--- config.mk ---
export PLATFORM = sky130hd
export DESIGN_NAME = serial_word_receiver
export DESIGN_NICKNAME = d
export VERILOG_FILES = /design/src/rtl/serial_word_receiver.sv
export SDC_FILE = /design/constraint.sdc
export NUM_CORES = 1
export LEC_CHECK = 0
export CORE_UTILIZATION = 40
export DETAILED_ROUTE_END_ITERATION = 12
export SLEW_MARGIN = 20
export SYNTH_ARGS = -nofsm -noshare
export SYNTH_HDL_FRONTEND = slang
export SYNTH_SLANG_ARGS = --single-unit
--- constraint.sdc ---
create_clock -name clock -period 2.6 [get_ports clock]
set_input_delay 0.26 -clock clock [delete_from_list [all_inputs] [get_ports clock]]
set_output_delay 0.26 -clock clock [all_outputs]
set_load 0.05 [all_outputs]
--- src/rtl/serial_word_receiver.sv ---
// Serial-to-parallel receiver: reassembles an LSB-first bit stream into WIDTH-bit words
// and runs an overlapping sliding-window pattern detector with a saturating match counter.
module serial_word_receiver #(
   parameter int               WIDTH   = 5,
   parameter logic [WIDTH-1:0] PATTERN = 5'b10110
) (
   input  logic             clock,
   input  logic             clear,
   input  logic             serial_in,
   input  logic             enable,
   input  logic             sync,
   output logic [WIDTH-1:0] word,
   output logic             word_valid,
   output logic             busy,
   output logic             match,
   output logic [3:0]       match_count
);

   localparam int IDX_W  = (WIDTH > 2) ? $clog2(WIDTH) : 1;
   localparam int FILL_W = $clog2(WIDTH + 1);

   localparam logic [IDX_W-1:0]  LAST_IDX  = IDX_W'(WIDTH - 1);
   localparam logic [IDX_W-1:0]  FIRST_IDX = IDX_W'(1);
   localparam logic [FILL_W-1:0] FULL      = FILL_W'(WIDTH);
   localparam logic [FILL_W-1:0] ONE_BIT   = FILL_W'(1);

   typedef enum logic {
      IDLE,
      RECV
   } state_t;

   state_t            state;
   logic [IDX_W-1:0]  index;
   logic [WIDTH-1:0]  assembly;
   logic [WIDTH-1:0]  window;
   logic [FILL_W-1:0] fill;

   logic [WIDTH-1:0]  assembly_next;
   logic [WIDTH-1:0]  window_next;
   logic [FILL_W-1:0] fill_next;
   logic              starts_word;
   logic              completes_word;
   logic              hit;

   function automatic logic [3:0] sat_inc(input logic [3:0] count);
      return (count == 4'hF) ? count : count + 4'd1;
   endfunction

   // New bits enter at the MSB so the first bit of a word ends up in bit 0.
   always_comb begin
      assembly_next  = {serial_in, assembly[WIDTH-1:1]};
      window_next    = {serial_in, window[WIDTH-1:1]};
      starts_word    = enable && (sync || (state == IDLE));
      completes_word = enable && !starts_word && (index == LAST_IDX);

      fill_next = fill;
      if (sync) begin
         fill_next = enable ? ONE_BIT : '0;
      end else if (enable && (fill != FULL)) begin
         fill_next = fill + 1'b1;
      end

      hit = enable && (fill_next == FULL) && (window_next == PATTERN);
   end

   // Framing FSM; sync takes priority over the normal index progression.
   always_ff @(posedge clock or posedge clear) begin
      if (clear) begin
         state      <= IDLE;
         index      <= '0;
         assembly   <= '0;
         word       <= '0;
         word_valid <= 1'b0;
         busy       <= 1'b0;
      end else begin
         word_valid <= 1'b0;
         if (enable) begin
            assembly <= assembly_next;
         end

         if (sync && !enable) begin
            state <= IDLE;
            index <= '0;
            busy  <= 1'b0;
         end else if (starts_word) begin
            state <= RECV;
            index <= FIRST_IDX;
            busy  <= 1'b1;
         end else if (completes_word) begin
            index      <= '0;
            word       <= assembly_next;
            word_valid <= 1'b1;
            busy       <= 1'b0;
         end else if (enable) begin
            index <= index + 1'b1;
            busy  <= 1'b1;
         end
      end
   end

   // Pattern detector runs on every accepted bit regardless of word framing.
   always_ff @(posedge clock or posedge clear) begin
      if (clear) begin
         window      <= '0;
         fill        <= '0;
         match       <= 1'b0;
         match_count <= 4'd0;
      end else begin
         match <= hit;
         fill  <= fill_next;
         if (enable) begin
            window <= window_next;
         end
         if (hit) begin
            match_count <= sat_inc(match_count);
         end
      end
   end

endmodule

==> flow_summary.ini <==
[critical_path]
critical_path.max_fanout = 5
critPathRequiredTime_ns = 2.80
worst_path_max_delay_cell = dfrtp_1
worstPathCellList = ha_1 > a21bo_1 > mux2_2 > nand3_2 > a311oi_2 > mux2_4
regToRegSetupSlack_ns = 0.63
cp.arrival_ns = 2.17
worstSetupPathType = reg2reg
start_kind = flop
endpoint_kind = flop
max_stage_delay_ns = 0.45

[synth]
synth_warnings = 0
yosys-top-cells-area = dfrtp_1, nand2_1, ha_1
synthArstFlopShare = 1.00
avgSynthCellArea_um2 = 11.1
synth_top_area_share = 0.518
syn_area_um2 = 1110
synth_flop_cell = dfrtp_1
ys_seq_area_frac = 0.518
ys_seq_elements = 23
yosysTopAreaCell = dfrtp_1
synth_cells = 100
synth_most_common_cell = dfrtp_1
synth.distinct_cells = 31
synth_nets = 110
synth_edf_count = 0
synthTopCellsByCount = dfrtp_1, nand2_1, inv_1

[status]
status = finished clean

[sta]
setup_viol_count_final = 0
fin_crit_sh = 0.758
drv_slew = 0
tightest_slew_ns = 0.875
max_freq_ghz = 0.508
hold_viol = 0
slew_headroom = 0.416
rsz0062_at_grt = no
period_minus_slack_ns = 1.97
tns_ns = 0
skew_ns = 0.00396

[grt]
grt_pass1_vias = 738
globalRouteOverflowTotal = 0
grt_usage = 0.158
antenna_found_initial = 0
grt_max_degree = 24
grt_pass1_wl_mm = 3.20

[drt]
via_per_inst = 5.08
vias = 752
wl_per_cell_um = 12.7
dr.pass1.iters = 3
first_iter_violations = 9
drc = 0
routed_wirelength_mm = 1.89
ant_nets = 0

[floorplanning]
die_x_um = 54.7
core_area_um2 = 2540
start_util = 0.437
design.die.area_um2 = 2990
dieHeight_um = 54.7
io_pins = 17
placementRows = 18

[layout]
diodes = 0
syn_to_final_growth_pct = 19.4
drive_gt1_frac = 0.144
fin_util = 0.521
finalNetCount = 129

[pwr]
combPwrFrac = 0.171
p_leak_nw = 0.621
peakVddDrop_uv = 356
power.internal_mw = 0.491
swShare = 0.277
p_switching_mw = 0.188
p_total_mw = 0.679
power_density_nw_per_um2 = 512
power_frac_seq = 0.590
pwr-share-clk = 0.240

[placement]
dp_hpwl_mm = 1.38
numPortBuffers = 16
gp_congestion = 0.656

[worst_hold_path]
holdCritPathClass = in2async

[clock_network]
cts-hold-fix-buffers = 0
postCtsSetupBuffers = 0
cts_resized = 0
clk_latency_ns = 0.31
htreeDepth = 1
cts_buffers = 3
cts_tree = yes
clkTransAtPathRegs_ns = 0.12
clock-sinks = 23
clock_path_buffers = 2
cts_root_buf = clkbuf_4

[run]
drv_cap = 0
-- per-layer routing --
layer	GRT usage	vias up	routed length (um)
li1	-	370	-
met1	0.194	368	911
met2	0.253	10	891
met3	0.0333	4	43
met4	0.0897	0	39
met5	0	-	0
-- per-stage QoR --
step                      area (um2)  setup WS [ns]  hold WS, ns  cells
final                           1330          0.630        0.418    148
after global routing            1330          0.508        0.495    148
after detailed placement        1300          0.401        0.468    144
after global placement          1300          0.430        0.459    144
after CTS                       1330          0.605        0.444    148
after floorplan                 1110          0.754        0.262    100
-- power groups by stage --
| stage | Sequential, mW | Combinational, mW | Clock [mW] |
|---|---|---|---|
| after floorplan | 0.423 | 0.0672 | 0 |
| after global placement | 0.407 | 0.117 | 0 |
| after detailed placement | 0.408 | 0.118 | 0 |
| after CTS | 0.401 | 0.118 | 0.169 |
| after global routing | 0.405 | 0.130 | 0.187 |
| final | 0.400 | 0.116 | 0.163 |
-- cell type report --
type / instances / area, um2
repair buffers: 18 / 175
fillers: 220 / 1220
flip-flops and latches: 23 / 576
inverters: 8 / 30.0
multi-input cells: 65 / 482
well taps: 30 / 37.5
clock buffers: 4 / 26.3
-- cell families (layout without fill, tap and decap cells) --
kind of cell / count (synthesis) / after routing / synth area share
AND/OR/NAND/NOR: 38 / 38 / 0.189
flip-flops: 23 / 23 / 0.518
AO/OA/AOI/OAI: 13 / 13 / 0.0935
buffers and inverters: 12 / 30 / 0.0484
multiplexers: 8 / 8 / 0.0867
adder cells (fa/ha/maj): 5 / 5 / 0.0563
XOR/XNOR: 1 / 1 / 0.00788
-- critical path: cells and delay by family, from the launching register on --
| kind | cells | cell delay (ns) |
|---|---|---|
| mux | 2 | 0.57 |
| flops | 1 | 0.45 |
| fa+ha+maj | 1 | 0.24 |
| simple gates | 1 | 0.11 |
| compound gates | 2 | 0.50 |
-- final timing paths --
| kind | startpoint | endpoint | cells after the start |
|---|---|---|---|
| setup / recovery | fill[0] | match_count[1] | 6 |
| hold / removal | clear | match_count[3] | 2 |
| min in group clock | word[2] | word[2] | 2 |
| hold reg to reg | word[2] | word[2] | 2 |
| setup reg to reg | fill[0] | match_count[1] | 6 |
| max in group asynchronous | clear | word[1] | 2 |
-- cell usage in the layout (no fill, tap or decap), drive strengths merged, types with 2 or more instances in the layout --
| master | count |
|---|---|
| a21oi | 4 |
| buf | 2 |
| clkbuf | 4 |
| clkdlybuf4s50 | 16 |
| dfrtp | 23 |
| ha | 5 |
| inv | 8 |
| mux2 | 7 |
| nand2 | 17 |
| nand2b | 5 |
| nand3 | 4 |
| nor2 | 3 |
| nor3b | 2 |
| nor4 | 2 |
| o21ai | 3 |
-- flip-flops by register name, summed over array words and instances (netlist names) --
name / flops
word: 5
assembly: 4
match_count: 4
fill: 3
index: 3
busy: 1
match: 1
state: 1
word_valid: 1
Note: power is estimated with default switching activity, not from simulation.
